`src/rtl/seqdet_pkg.sv`:
```
// rtl/seqdet_pkg.sv - shared state encoding and constants for the serial pattern detector
package seqdet_pkg;

  localparam int SEQDET_MAX_LEN_LIMIT = 32;

  localparam logic OVL_ON  = 1'b1;
  localparam logic OVL_OFF = 1'b0;

  typedef enum logic [1:0] {
    ST_DISARMED = 2'd0,
    ST_FILLING  = 2'd1,
    ST_ARMED    = 2'd2
  } seqdet_state_e;

  function automatic logic len_legal(input int unsigned len, input int unsigned max_len);
    return (len >= 1) && (len <= max_len);
  endfunction

endpackage

```
`src/rtl/seqdet_hist.sv`:
```
// rtl/seqdet_hist.sv - history shift register, saturating fill counter and length-masked comparator
module seqdet_hist
  import seqdet_pkg::*;
#(
  parameter int MAX_LEN = 8,
  parameter int LEN_W   = $clog2(MAX_LEN + 1)
) (
  input  logic               clk,
  input  logic               rst_n,
  input  logic               clr_i,
  input  logic               shift_i,
  input  logic               din_i,
  input  logic [MAX_LEN-1:0] pattern_i,
  input  logic [LEN_W-1:0]   len_i,
  input  logic               overlap_i,
  output logic [LEN_W-1:0]   fill_next_o,
  output logic               match_next_o
);

  localparam logic [LEN_W-1:0] FILL_MAX = LEN_W'(MAX_LEN);

  logic [MAX_LEN-1:0] hist_q, hist_d;
  logic [MAX_LEN-1:0] len_mask;
  logic [LEN_W-1:0]   fill_q, fill_d, fill_inc;
  logic               hit;

  always_comb begin
    len_mask = '0;
    for (int i = 0; i < MAX_LEN; i++) begin
      len_mask[i] = (LEN_W'(i) < len_i);
    end

    hist_d   = hist_q;
    fill_d   = fill_q;
    hit      = 1'b0;
    fill_inc = (fill_q >= FILL_MAX) ? FILL_MAX : fill_q + LEN_W'(1);

    if (clr_i) begin
      hist_d = '0;
      fill_d = '0;
    end else if (shift_i) begin
      hist_d = {hist_q[MAX_LEN-2:0], din_i};
      fill_d = fill_inc;
      hit    = (len_i != '0) && (fill_inc >= len_i) &&
               (((hist_d ^ pattern_i) & len_mask) == '0);
      // Non-overlapping mode restarts the count so the next match needs len fresh bits.
      if (hit && (overlap_i == OVL_OFF)) begin
        fill_d = '0;
      end
    end
  end

  assign match_next_o = hit;
  assign fill_next_o  = fill_d;

  always_ff @(posedge clk or negedge rst_n) begin
    if (!rst_n) begin
      hist_q <= '0;
      fill_q <= '0;
    end else begin
      hist_q <= hist_d;
      fill_q <= fill_d;
    end
  end

endmodule

```
`src/rtl/seq_detect_param.sv`:
```
// rtl/seq_detect_param.sv - programmable serial pattern detector; SEQDET_CNT_EN adds a saturating match counter
module seq_detect_param
  import seqdet_pkg::*;
#(
  parameter int MAX_LEN = 8,
  parameter int LEN_W   = $clog2(MAX_LEN + 1),
  parameter int CNT_W   = 8
) (
  input  logic               clk,
  input  logic               rst_n,
  input  logic               din,
  input  logic               din_vld,
  input  logic               cfg_we,
  input  logic [MAX_LEN-1:0] cfg_pattern,
  input  logic [LEN_W-1:0]   cfg_len,
  input  logic               cfg_overlap,
  output logic               dout,
  output logic               cfg_err
`ifdef SEQDET_CNT_EN
  ,
  output logic [CNT_W-1:0]   match_cnt
`endif
);

  if (MAX_LEN < 2 || MAX_LEN > SEQDET_MAX_LEN_LIMIT || CNT_W < 1) begin : g_bad_param
    $error("seq_detect_param: unsupported MAX_LEN or CNT_W");
  end

  seqdet_state_e      state_q;
  logic [MAX_LEN-1:0] pattern_q;
  logic [LEN_W-1:0]   len_q;
  logic               overlap_q;
  logic               dout_q;
  logic               cfg_err_q;

  logic               cfg_legal;
  logic               shift;
  logic               match_next;
  logic [LEN_W-1:0]   fill_next;

  assign cfg_legal = cfg_we && len_legal(32'(cfg_len), MAX_LEN);
  // A config write wins over a data bit in the same cycle.
  assign shift     = din_vld && !cfg_we;

  seqdet_hist #(
    .MAX_LEN (MAX_LEN),
    .LEN_W   (LEN_W)
  ) u_hist (
    .clk          (clk),
    .rst_n        (rst_n),
    .clr_i        (cfg_legal),
    .shift_i      (shift),
    .din_i        (din),
    .pattern_i    (pattern_q),
    .len_i        (len_q),
    .overlap_i    (overlap_q),
    .fill_next_o  (fill_next),
    .match_next_o (match_next)
  );

  always_ff @(posedge clk or negedge rst_n) begin
    if (!rst_n) begin
      state_q   <= ST_DISARMED;
      pattern_q <= '0;
      len_q     <= '0;
      overlap_q <= OVL_ON;
      dout_q    <= 1'b0;
      cfg_err_q <= 1'b0;
    end else begin
      dout_q <= match_next;
      if (cfg_we) begin
        if (cfg_legal) begin
          pattern_q <= cfg_pattern;
          len_q     <= cfg_len;
          overlap_q <= cfg_overlap;
          state_q   <= ST_FILLING;
        end else begin
          cfg_err_q <= 1'b1;
        end
      end else if (shift) begin
        case (state_q)
          ST_FILLING: if (fill_next >= len_q) state_q <= ST_ARMED;
          ST_ARMED:   if (match_next && (overlap_q == OVL_OFF)) state_q <= ST_FILLING;
          default:    state_q <= state_q;
        endcase
      end
    end
  end

  assign dout    = dout_q;
  assign cfg_err = cfg_err_q;

`ifdef SEQDET_CNT_EN
  logic [CNT_W-1:0] cnt_q;

  always_ff @(posedge clk or negedge rst_n) begin
    if (!rst_n) begin
      cnt_q <= '0;
    end else if (cfg_legal) begin
      cnt_q <= '0;
    end else if (match_next && (cnt_q != '1)) begin
      cnt_q <= cnt_q + CNT_W'(1);
    end
  end

  assign match_cnt = cnt_q;
`endif

endmodule

```
`config.mk`:
```
export PLATFORM = sky130hd
export DESIGN_NAME = seq_detect_param
export DESIGN_NICKNAME = d
export VERILOG_FILES = /design/src/rtl/seqdet_pkg.sv /design/src/rtl/seqdet_hist.sv /design/src/rtl/seq_detect_param.sv
export SDC_FILE = /design/constraint.sdc
export NUM_CORES = 1
export LEC_CHECK = 0
export BUFFER_PORTS_ARGS = -buffer_cell sky130_fd_sc_hd__clkbuf_2
export CAP_MARGIN = 20
export CORE_ASPECT_RATIO = 0.6
export CORE_MARGIN = 1.5
export CORE_UTILIZATION = 55
export DETAILED_ROUTE_END_ITERATION = 6
export PLACE_DENSITY = 0.85
export SLEW_MARGIN = 20
export SYNTH_ARGS = -nofsm -noshare
export SYNTH_HDL_FRONTEND = slang
export SYNTH_SLANG_ARGS = --single-unit
```
`constraint.sdc`:
```
create_clock -name clk -period 3.2 [get_ports clk]
set_input_delay 0.96 -clock clk [delete_from_list [all_inputs] [get_ports clk]]
set_output_delay 0.96 -clock clk [all_outputs]
set_load 0.1 [all_outputs]
```
; Yosys cells after proc, flatten, opt, wreduce, memory -nomap -nowiden
; Index checks and enable logic that the tools add are counted.
; Widths: inputs -> output; s select.
[totals]
regBits = 26
inputBits = 18
output_inout_bits = 2
wordCells = 44
[op_classes]
addsub = 1
order_cmp = 12
mux = 8
bitwise_logic = 4
n_reduce_logical = 12
[ops]
columns = op, n
row1 = $lt 3x4->1 const A, 4
row2 = $mux 4, 4
row3 = $mux 7, 2
row4 = $and 8x8->8, 1
row5 = $logic_not 8->1, 1
row6 = $lt 1x4->1 const A, 2
row7 = $lt 2x4->1 const A, 2
row8 = $xor 8x8->8, 1
row9 = $logic_and 1x1->1, 6
row10 = $add 4x1->4 const B, 1
row11 = $ge 4x1->1 const B, 1
row12 = $ge 4x4->1, 1
row13 = $ge 4x4->1 const B, 1
row14 = $le 4x4->1 const B, 1
row15 = $reduce_and 2->1, 2
row16 = $reduce_bool 4->1, 1
row17 = $mux 1, 2
row18 = $not 1->1, 2
row19 = $reduce_bool 2->1, 1
row20 = $logic_not 1->1, 1

; Longest topological paths before layout
; Gate-level depths: netlist of the first run.
[depth]
word_depth = 9
ltp_mapped = 9

; Hierarchy
; A second synthesis of the first run with hierarchy kept.
[hier_totals]
cells_unflattened = 120
area_unflattened_um2 = 1408.9
[modules_own_cells]
columns = module, instances, cells_each, area_each_um2, seq_area_each_um2
row1 = seqdet_hist, 1, 82, 775.7, 275.3
row2 = seq_detect_param, 1, 38, 633.1, 376.6

; Least setup slack after synthesis of the first run
; No wires, ideal clock.
[synth_path]
path_type = register to register
from = register u_hist.fill_q[0]
to = register u_hist.fill_q[1]
setup_time_ps = 122
arrival_time_ps = 2336
t_required_ps = 3078
setup_slack_ps = 743
stages_incl_launch_ff = 10
path_buffers = 0
period_less_slack_ps = 2457
cell_sequence = dfrtp_1 ha_1 xnor2_1 nor2_1 ha_1 o21a_1 o22ai_1 or4_1 or3_1 a32o_1
[synth_between]
elab_chain_cells = 9
elab_cells_between_ends = 10
classes_between = add/sub (1) / order compare (2) / mux (4) / reduce/logical (3)
[synth_rtl]
columns = item, line_no
row1 = "start, declared", seqdet_hist.sv:24  ; logic [LEN_W-1:0] fill_q, fill_d, fill_inc;
row2 = "start signal, assigned", seqdet_hist.sv:62  ; fill_q <= fill_d;
row3 = $add 4x1->4 / $ge 4x4->1 (equally long branches), seqdet_hist.sv:36  ; fill_inc = (fill_q >= FILL_MAX) ? FILL_MAX : fill_q + LEN_W'(1);
row4 = $mux 4 (*), seqdet_hist.sv:36
row5 = $ge 4x4->1, seqdet_hist.sv:44  ; hit = (len_i != '0) && (fill_inc >= len_i) &&
row6 = $logic_and 1x1->1 (2 in series), seqdet_hist.sv:44
row7 = $logic_and 1x1->1, seqdet_hist.sv:47  ; if (hit && (overlap_i == OVL_OFF)) begin
row8 = $mux 4 (*), seqdet_hist.sv:47
row9 = $mux 4 (*), seqdet_hist.sv:41  ; end else if (shift_i) begin
row10 = $mux 4 (*), seqdet_hist.sv:38  ; if (clr_i) begin
; Mark *: on every way between the ends. The rest lies on a longest branch, timed or not. The select of a mux whose other input is x is not followed.
; A chain may end at the register's enable or synchronous reset.

; Worst setup path after layout of the first run
; Same ends and word-level chain as after synthesis.

==> impl_metrics.yaml, run 1 <==
status:
  status: "complete, no violations"
place:
  hpwl_um: 2140
  dpl-instance-area_um2: 1470
  place_congestion: 0.888
  port_buffers: 19
detailed_routing:
  ant_nets: 0
  drc: 0
  drt_iter0_drc: 94
  drtPass1Iterations: 4
  vias_per_cell: 5.49
  routed_wl_um: 2840
  routedWlPerCell_um: 14.1
  vias: 1103
critical_path:
  startpoint_type: "flop"
  worstReg2RegStart: "u_hist.fill_q[0]"
  cp.required_ps: 3360
  crit_type: "flop to flop"
  r2r_slack_ps: 560
  reg2reg_depth: 9
  critPathArrivalTime_ps: 2800
  critPathMaxFanout: 5
  rr_endpoint: "u_hist.fill_q[1]"
  end_kind: "flop"
synth:
  yosys_warnings: 0
  synthesis.nets: 174
  yosysSeqAreaShare_pct: 48.8
  netlist_area_um2: 1340
  syn_inst: 150
  synth-seq-cells: 26
  synth.avg_cell_area_um2: 8.90
  synth.largest_area_cell: "dfrtp_1"
  synth.area.top_cells: "dfrtp_1 47%, nand2_1 13%, xnor2_1 6.6%, ha_1 5.6%, a21oi_1 4.9%"
  synth_cell_types: 32
  synth_top_cell_area_share_pct: 46.9
clock_tree:
  hold_buffers: 0
  cts_root_buf: "clkbuf_8"
  post_cts.repair.setup_buffers: 0
  cts_tree: "yes"
  cts_resized: 0
  cts.sinks: 26
  cts_buffers: 3
  cts_htree_levels: 1
  clock_latency_ps: 260
  clk_pin_slew_worst_paths_ps: 80
  clock_path_buffers: 2
worst_hold_path:
  holdPathStages: 1
  hold_path_class: "flop to flop"
  hold_start: "cfg_err"
  min_to: "cfg_err"
power:
  powerDensity_nw_per_um2: 531
  p_leak_nw: 0.723
  vdd_drop_max_mv: 0.377
grt:
  grt_use_total_pct: 23.9
  grt_overflow: 0
  grt_pass1_vias: 974
  grt_pass1_wl_um: 4550
  grt_max_degree: 27
  antenna_found_initial: 0
cells_and_area:
  area_growth_pct: 13.6
  layout_commonest_cell: "nand2_1"
  final_cell_area_um2: 1520
  num-nets-final: 196
  final_cell_mix: "48 x nand2_1, 25 x dfrtp_1, 19 x clkbuf_2"
  drive_above_1_share_pct: 17.5
  diodes: 0
  nFillCells: 173
floorplan:
  start_util_pct: 59.9
  num_rows: 13
  die_h_um: 41.2
  die_area_um2: 2740
  die_w_um: 66.6
  ios: 20
  fp.coreArea_um2: 2230
timing:
  max_freq_ghz: 0.379
  tightest_slew_ps: 638
  setup_violations: 0
  setup-tns-final_ps: 0
  relSlewSlack_pct: 57.5
  finalHoldViolations: 0
  fin_crit_ps: 2640
  rsz0062_at_grt: "no"
  finalCritPeriodShare_pct: 82.5
  slew_violations: 0
  skew_ps: 0.715
job:
  cap_viol_max_count: 0
## state kept, by name, summed over array words and instances (netlist names)
signal and flops:
cfg_err 1, dout 1, len_q 4, overlap_q 1
pattern_q 8, u_hist.fill_q 4, u_hist.hist_q 7
## layer usage
layer  GRT usage, %  vias to the layer above  part of all wire, %
met5              0                        -                    0
met2           39.3                       47                   45
li1               -                      541                    -
met1           33.0                      509                   46
met3           4.95                        6                  7.3
met4           6.12                        0                  1.7
## Yosys cell counts
cell	number
nand2_1	48
dfrtp_1	25
a21oi_1	13
xnor2_1	10
inv_1	7
ha_1	6
o21ai_0	6
clkbuf_1	4
nor2_1	3
nor3_1	3
nor2b_1	2
o22ai_1	2
or4_1	2
a2111oi_0	1
a211oi_1	1
a22o_2	1
a2bb2oi_1	1
a31o_2	1
a31oi_1	1
a32o_1	1
and2_1	1
buf_1	1
dfstp_2	1
mux2i_1	1
nand2b_1	1
nand3_1	1
nor3_2	1
o21a_1	1
o21bai_1	1
o41ai_1	1
or2_2	1
or3_1	1
## per-stage QoR
| stage | worst slack, ps | util [%] | power, mW | hold slack [ps] | instances |
|---|---|---|---|---|---|
| 6_report | 560 | 68.1 | 0.806 | 483 | 201 |
| 5_1_grt | 417 | 68.1 | 0.854 | 547 | 201 |
| 4_1_cts | 570 | 68.1 | 0.807 | 488 | 201 |
| 3_5_place_dp | 588 | 66.0 | 0.626 | 463 | 197 |
| 3_3_place_gp | 660 | 66.0 | 0.607 | 461 | 197 |
| 2_1_floorplan | 743 | - | 0.555 | 467 | 150 |
## critical path, stage by stage (launching register included)
cell and delay (ps):
dfrtp_1 430, ha_1 230, xnor2_1 210, nor2_1 70
ha_1 270, o21a_1 100, o22ai_1 70, or4_1 540
or3_1 350, a32o_1 270
## cell type report
type	instances	area (um^2)	area share, %
clock buffers	4	45.0	2.97
inverters	7	26.3	1.73
multi-input cells	112	638	42.1
flip-flops and latches	26	652	43.0
well taps	30	37.5	2.48
repair buffers	22	118	7.76
## kinds of logic after synthesis
group / synth area share, %
flops: 48.8
simple gates: 20.5
buf+inv: 3.37
compound gates: 14.3
mux: 0.750
xor+xnor: 6.56
fa+ha+maj: 5.62
## where the power goes
group	internal [mW]	switching, mW	leakage (nW)	total [mW]
Combinational	0.0973	0.113	0.367	0.210
Sequential	0.369	0.0405	0.332	0.410
Clock	0.0889	0.0965	0.0228	0.185
Total	0.556	0.250	0.723	0.806
## worst max-delay path by stage
stage / from / to / slack [ps] / cells past startpoint
final: u_hist.fill_q[0] / u_hist.fill_q[1] / 560 / 9
after CTS: u_hist.fill_q[0] / u_hist.fill_q[1] / 570 / 9
after global placement: u_hist.fill_q[0] / u_hist.fill_q[1] / 660 / 9
after floorplan: u_hist.fill_q[0] / u_hist.fill_q[1] / 740 / 9
after detailed placement: u_hist.fill_q[0] / u_hist.fill_q[1] / 590 / 9
after global routing: u_hist.fill_q[0] / u_hist.fill_q[1] / 420 / 9
No activity file was read; power rests on OpenSTA's default activity.
==> run 2: changes to the inputs <==
==> constraint.sdc (replaced) <==
create_clock -name clk -period 2.45 [get_ports clk]
set_input_delay 0.735 -clock clk [delete_from_list [all_inputs] [get_ports clk]]
set_output_delay 0.735 -clock clk [all_outputs]
set_load 0.1 [all_outputs]
==> run 2 against run 1 <==
Critical path depth unchanged; critical endpoint is now u_hist.fill_q[0]; clock skew increased by 2.2 ps; the run now ends with setup timing left; wire length increased by 15%; largest cell class is now multi-input combinational cells; utilization increased by 4.2 points; largest power group unchanged.
==> impl_metrics.yaml, run 2 (synthesized netlist as in run 1, its figures left out) <==
timing:
  fin_crit_ps: 2520
  relSlewSlack_pct: 56.8
  max_freq_ghz: 0.397
  slew_violations: 0
  rsz0062_at_grt: "yes"
  finalHoldViolations: 0
  finalCritPeriodShare_pct: 103
  skew_ps: 2.87
  tightest_slew_ps: 648
  setup_ws_ps: -68.8
  setup_violations: 2
cells_and_area:
  fin_util_pct: 72.3
  layout_commonest_cell: "nand2_1"
  nFillCells: 150
  diodes: 0
  largest_register_ffs: 8
  reg.largest.list: "pattern_q: 8 flops, u_hist.hist_q: 7 flops"
  num-nets-final: 200
  final_cell_mix: "48 x nand2_1, 25 x dfrtp_1, 19 x clkbuf_2"
  drive_above_1_share_pct: 25.1
  area_growth_pct: 20.6
  regMostFlops: "pattern_q"
power:
  vdd_drop_max_mv: 0.502
  p_leak_nw: 0.762
  powerDensity_nw_per_um2: 740
critical_path:
  critPathArrivalTime_ps: 2680
  cp.required_ps: 2610
  startpoint_type: "flop"
  cp_slowest_stage_delay_ps: 440
  reg2reg_depth: 9
  crit_type: "flop to flop"
  rr_endpoint: "u_hist.fill_q[0]"
  end_kind: "flop"
  crit_family: "simple AND/OR/NAND/NOR gates"
  crit_slowest_cell: "or4_4"
  path_buf_inv: 0
  path_cells: "ha_2 > xnor2_2 > nor2_2 > ha_4 > o21a_1 > o22ai_1 > or4_4 > or3_4 > a22o_2"
  r2r_slack_ps: -70
  worstReg2RegStart: "u_hist.fill_q[0]"
  critPathMaxFanout: 4
detailed_routing:
  vias: 1189
  drt_iter0_drc: 83
  vias_per_cell: 5.80
  ant_nets: 0
  drtPass1Iterations: 4
  routedWlPerCell_um: 16.0
  drc: 0
  routed_wl_um: 3270
grt:
  grt_pass1_vias: 1038
  antenna_found_initial: 0
  grt_use_total_pct: 26.1
  grt_max_degree: 27
  grt_overflow: 0
  grt_pass1_wl_um: 4860
clock_tree:
  hold_buffers: 0
  cts_root_buf: "clkbuf_8"
  clock_latency_ps: 270
  cts.sinks: 26
  cts_htree_levels: 1
  clock_path_buffers: 2
  clk_pin_slew_worst_paths_ps: 90
  cts_tree: "yes"
  cts_buffers: 3
worst_hold_path:
  hold_path_class: "primary input to asynchronous set/reset pin"
floorplan:
  fp.coreArea_um2: 2230
  die_h_um: 41.2
  die_area_um2: 2740
  ios: 20
  die_w_um: 66.6
  start_util_pct: 59.9
  num_rows: 13
place:
  pre_cts_ws_ps: -105
  hpwl_um: 2230
  port_buffers: 19
  place_congestion: 0.947
job:
  cap_viol_max_count: 0
status:
  status: "complete, but fails checks"
  violations: "setup timing"
run 2: cell count changes in the layout (fill, tap and decap cells not counted), sizes merged:
cell / previous run / this run
buf: 3 / 7
run 2: cell type report:
| cell class | count | area, um^2 | share of cell area (%) |
|---|---|---|---|
| Timing Repair Buffer | 26 | 148 | 9.17 |
| Clock buffer | 4 | 55.1 | 3.42 |
| Multi-Input combinational cell | 112 | 692 | 43.0 |
| Tap cell | 30 | 37.5 | 2.33 |
| Inverter | 7 | 26.3 | 1.63 |
| Sequential cell | 26 | 652 | 40.5 |
run 2: through the flow:
| stage | power, mW | instances | cell area (um^2) | hold WS (ps) | TNS, ps |
|---|---|---|---|---|---|
| after global placement | 0.799 | 198 | 1490 | 462 | 0 |
| after detailed placement | 0.823 | 198 | 1490 | 465 | -178 |
| after global routing | 1.25 | 205 | 1610 | 508 | -282 |
| after floorplan | 0.731 | 150 | 1350 | 439 | 0 |
| final | 1.19 | 205 | 1610 | 468 | -131 |
| after CTS | 1.14 | 205 | 1580 | 491 | 0 |
run 2: what timing repair did:
item | CTS | global route
pin swaps | 4 | 4
buffers inserted | 3 | 0
cloned | 0 | 0
resized for setup | 4 | 7
endpoints found under the setup margin | 2 | 5
run 2: worst max-delay path by stage:
stage | startpoint | cells past startpoint | endpoint | slack, ps
final | u_hist.fill_q[0] | 9 | u_hist.fill_q[0] | -70
after global routing | u_hist.fill_q[0] | 9 | u_hist.fill_q[0] | -140
after CTS | u_hist.fill_q[0] | 8 | u_hist.fill_q[0] | 7
after detailed placement | u_hist.fill_q[0] | 8 | u_hist.fill_q[1] | -100
after global placement | u_hist.fill_q[1] | 9 | u_hist.fill_q[1] | 20
after floorplan | u_hist.fill_q[0] | 8 | u_hist.fill_q[1] | 70
run 2: report_power, final:
part           total (mW)  switching [mW]  internal (mW)
sequential          0.538          0.0551          0.482
clock               0.278           0.134          0.144
combinational       0.376           0.193          0.183
total                1.19           0.382          0.809
run 2: layer usage:
metal / GRT usage [%] / up-vias / share of wire [%]
li1: - / 552 / -
met1: 36.5 / 561 / 45
met2: 39.3 / 70 / 46
met3: 5.49 / 6 / 7.5
met4: 12.8 / 0 / 1.7
met5: 0 / - / 0
==> run 3: changes to the inputs <==
--- a/config.mk
+++ b/config.mk
@@ -5,13 +5,13 @@
 export SDC_FILE = /design/constraint.sdc
 export NUM_CORES = 1
 export LEC_CHECK = 0
+export ABC_AREA = 1
 export BUFFER_PORTS_ARGS = -buffer_cell sky130_fd_sc_hd__clkbuf_2
 export CAP_MARGIN = 20
-export CORE_ASPECT_RATIO = 0.6
 export CORE_MARGIN = 1.5
-export CORE_UTILIZATION = 55
+export CORE_UTILIZATION = 56
 export DETAILED_ROUTE_END_ITERATION = 6
-export PLACE_DENSITY = 0.85
+export PLACE_DENSITY = 0.86
 export SLEW_MARGIN = 20
 export SYNTH_ARGS = -nofsm -noshare
 export SYNTH_HDL_FRONTEND = slang
==> run 3 against run 2 <==
The flow now finishes without violations; fmax is 35% higher; global-route usage decreased by 4.5 points; register-to-register slack better by 650 ps; clock power shrank 35%; clock skew increased by 4.6 ps; worst setup slack improved by 650 ps; sequential share of layout area decreased by 1.1 points; total power shrank 14%; combinational power down 16%; critical path type unchanged; largest cell class unchanged.
==> impl_metrics.yaml, run 3 <==
status:
  status: "complete, no violations"
cells_and_area:
  diodes: 0
  area_growth_pct: 9.24
  layout_commonest_cell: "nand2_1"
  nFillCells: 233
  drive_above_1_share_pct: 22.3
  ff_latch_area_um2: 652
  regMostFlops: "pattern_q"
  reg.largest.list: "pattern_q: 8 flops, u_hist.hist_q: 7 flops"
  num-nets-final: 245
  final_cell_mix: "56 x nand2_1, 31 x inv_1, 25 x nor2_1, 25 x dfrtp_1, 19 x clkbuf_2"
  multiInputGateArea_um2: 696
  largest_register_ffs: 8
synth:
  synthArstFlopShare_pct: 100
  yosys_warnings: 0
  synthesis.nets: 224
  yosysSeqAreaShare_pct: 43.0
  synth_top_cell_area_share_pct: 41.3
  netlist_area_um2: 1520
  synth.area.top_cells: "dfrtp_1 41%, nand2_1 14%, inv_1 7.7%, nor2_1 6.2%, ha_1 5.0%"
  yosysMostFrequentCell: "nand2_1"
  synth_ff_type: "dfrtp_1"
  synth.avg_cell_area_um2: 7.58
  synth_cell_types: 23
  synth.largest_area_cell: "dfrtp_1"
  synth-seq-cells: 26
  synth_edf_count: 0
  syn_inst: 200
  synth_commonest_cells: "56 x nand2_1, 31 x inv_1, 25 x dfrtp_1, 25 x nor2_1, 9 x a21oi_1"
timing:
  skew_ps: 7.48
  fin_crit_ps: 1870
  finalCritPeriodShare_pct: 76.3
  setup_violations: 0
  relSlewSlack_pct: 58.1
  setup_ws_ps: 580
  rsz0062_at_grt: "no"
  setup-tns-final_ps: 0
  finalHoldViolations: 0
  max_freq_ghz: 0.535
  tightest_slew_ps: 628
  slew_violations: 0
grt:
  grt_pass1_vias: 1182
  antenna_found_initial: 0
  grt_use_total_pct: 21.5
  grt_pass1_wl_um: 4650
  grt_max_degree: 27
  grt_overflow: 0
worst_hold_path:
  hold_path_class: "primary input to asynchronous set/reset pin"
place:
  hpwl_um: 2040
  pre_cts_ws_ps: 582
  port_buffers: 19
  place_congestion: 0.807
floorplan:
  start_util_pct: 60.1
  die_h_um: 55.0
  die_area_um2: 3030
  num_rows: 18
  fp.coreArea_um2: 2520
  die_w_um: 55.0
  ios: 20
critical_path:
  critPathLaunch: "u_hist.fill_q[0]"
  worstReg2RegStart: "u_hist.fill_q[0]"
  critPathMaxFanout: 4
  crit_type: "flop to flop"
  startpoint_type: "flop"
  r2r_slack_ps: 580
  end_kind: "flop"
  cp.required_ps: 2710
  critPathArrivalTime_ps: 2130
detailed_routing:
  routed_wl_um: 2620
  ant_nets: 0
  vias: 1202
  vias_per_cell: 4.81
  drt_iter0_drc: 23
  drtPass1Iterations: 4
  drc: 0
  routedWlPerCell_um: 10.5
clock_tree:
  cts_htree_levels: 1
  post_cts.repair.setup_buffers: 0
  clk_pin_slew_worst_paths_ps: 130
  cts_resized: 0
  clock_path_buffers: 2
  cts_root_buf: "clkbuf_4"
  cts_buffers: 3
  cts_tree: "yes"
  cts.sinks: 26
  hold_buffers: 0
  clock_latency_ps: 310
power:
  powerDensity_nw_per_um2: 616
  p_leak_nw: 0.954
  vdd_drop_max_mv: 0.395
job:
  cap_viol_max_count: 0
run 3: changes by cell type in the layout (fill, tap and decap cells not counted), moves of 6 or more:
cell	delta
a21oi_2	+6
buf_4	-6
inv_1	+25
inv_2	+6
nand2_1	+8
nor2_1	+23
o21ai_0	-6
o21ai_1	+6
xnor2_1	-9
run 3: cell type report:
| type | instances | area share [%] |
|---|---|---|
| Multi-Input combinational cell | 132 | 42.0 |
| Sequential cell | 26 | 39.4 |
| Inverter | 38 | 8.61 |
| Timing Repair Buffer | 20 | 6.19 |
| Tap cell | 30 | 2.27 |
| Clock buffer | 4 | 1.59 |
run 3: metal layers:
layer / part of all wire (%) / GRT usage [%] / vias up
met2: 49 / 39.9 / 17
met1: 47 / 25.6 / 536
li1: - / - / 644
met4: 1.5 / 7.32 / 0
met5: 0 / 0 / -
met3: 2.4 / 2.42 / 5
run 3: path summary, 6_finish.rpt:
path | cells past startpoint | endpoint
worst max-delay path | 14 | u_hist.fill_q[1]
worst min-delay path | 1 | pattern_q[0]
worst max register to register | 14 | u_hist.fill_q[1]
worst min register to register | 1 | cfg_err
max in group asynchronous | 1 | u_hist.fill_q[0]
min in group clk | 1 | cfg_err
run 3: critical path, stage by stage, from the launching register on:
cell     delay (ps)
dfrtp_1         420
inv_1            80
ha_1            290
inv_1            70
nor2_1           40
ha_1            290
nand2_1          70
nand2_1          40
nand2_1          50
nand2_1          40
nor2_1          170
nor2_4           50
nand3_2         100
nand2_1          60
nand2_1          60
run 3: kinds of logic (layout without fill, tap and decap cells):
logic type	Yosys count	in the layout	synth area share, %
DFF	26	26	43.0
AOI/OAI and AO/OA	22	22	8.83
adders and majority gates	6	6	4.95
xor gates and xnor gates	2	2	1.16
buffers and inverters	42	62	11.1
and+or+nand+nor	99	99	28.7
muxes	3	3	2.23
run 3: stage by stage:
stage / instances / total power, mW / cell area, um^2 / hold WS, ps / util (%)
after floorplan: 200 / 0.775 / 1520 / 439 / -
after global placement: 246 / 0.836 / 1630 / 449 / 64.6
after detailed placement: 246 / 0.849 / 1630 / 457 / 64.6
after CTS: 250 / 1.04 / 1660 / 422 / 65.7
after global routing: 250 / 1.11 / 1660 / 452 / 65.7
final: 250 / 1.02 / 1660 / 406 / 65.7
run 3: power breakdown:
| part | switching, mW | total [mW] | internal, mW | leakage, nW |
|---|---|---|---|---|
| registers | 0.0443 | 0.524 | 0.480 | 0.322 |
| clock network | 0.118 | 0.182 | 0.0636 | 0.0150 |
| logic | 0.193 | 0.314 | 0.122 | 0.617 |
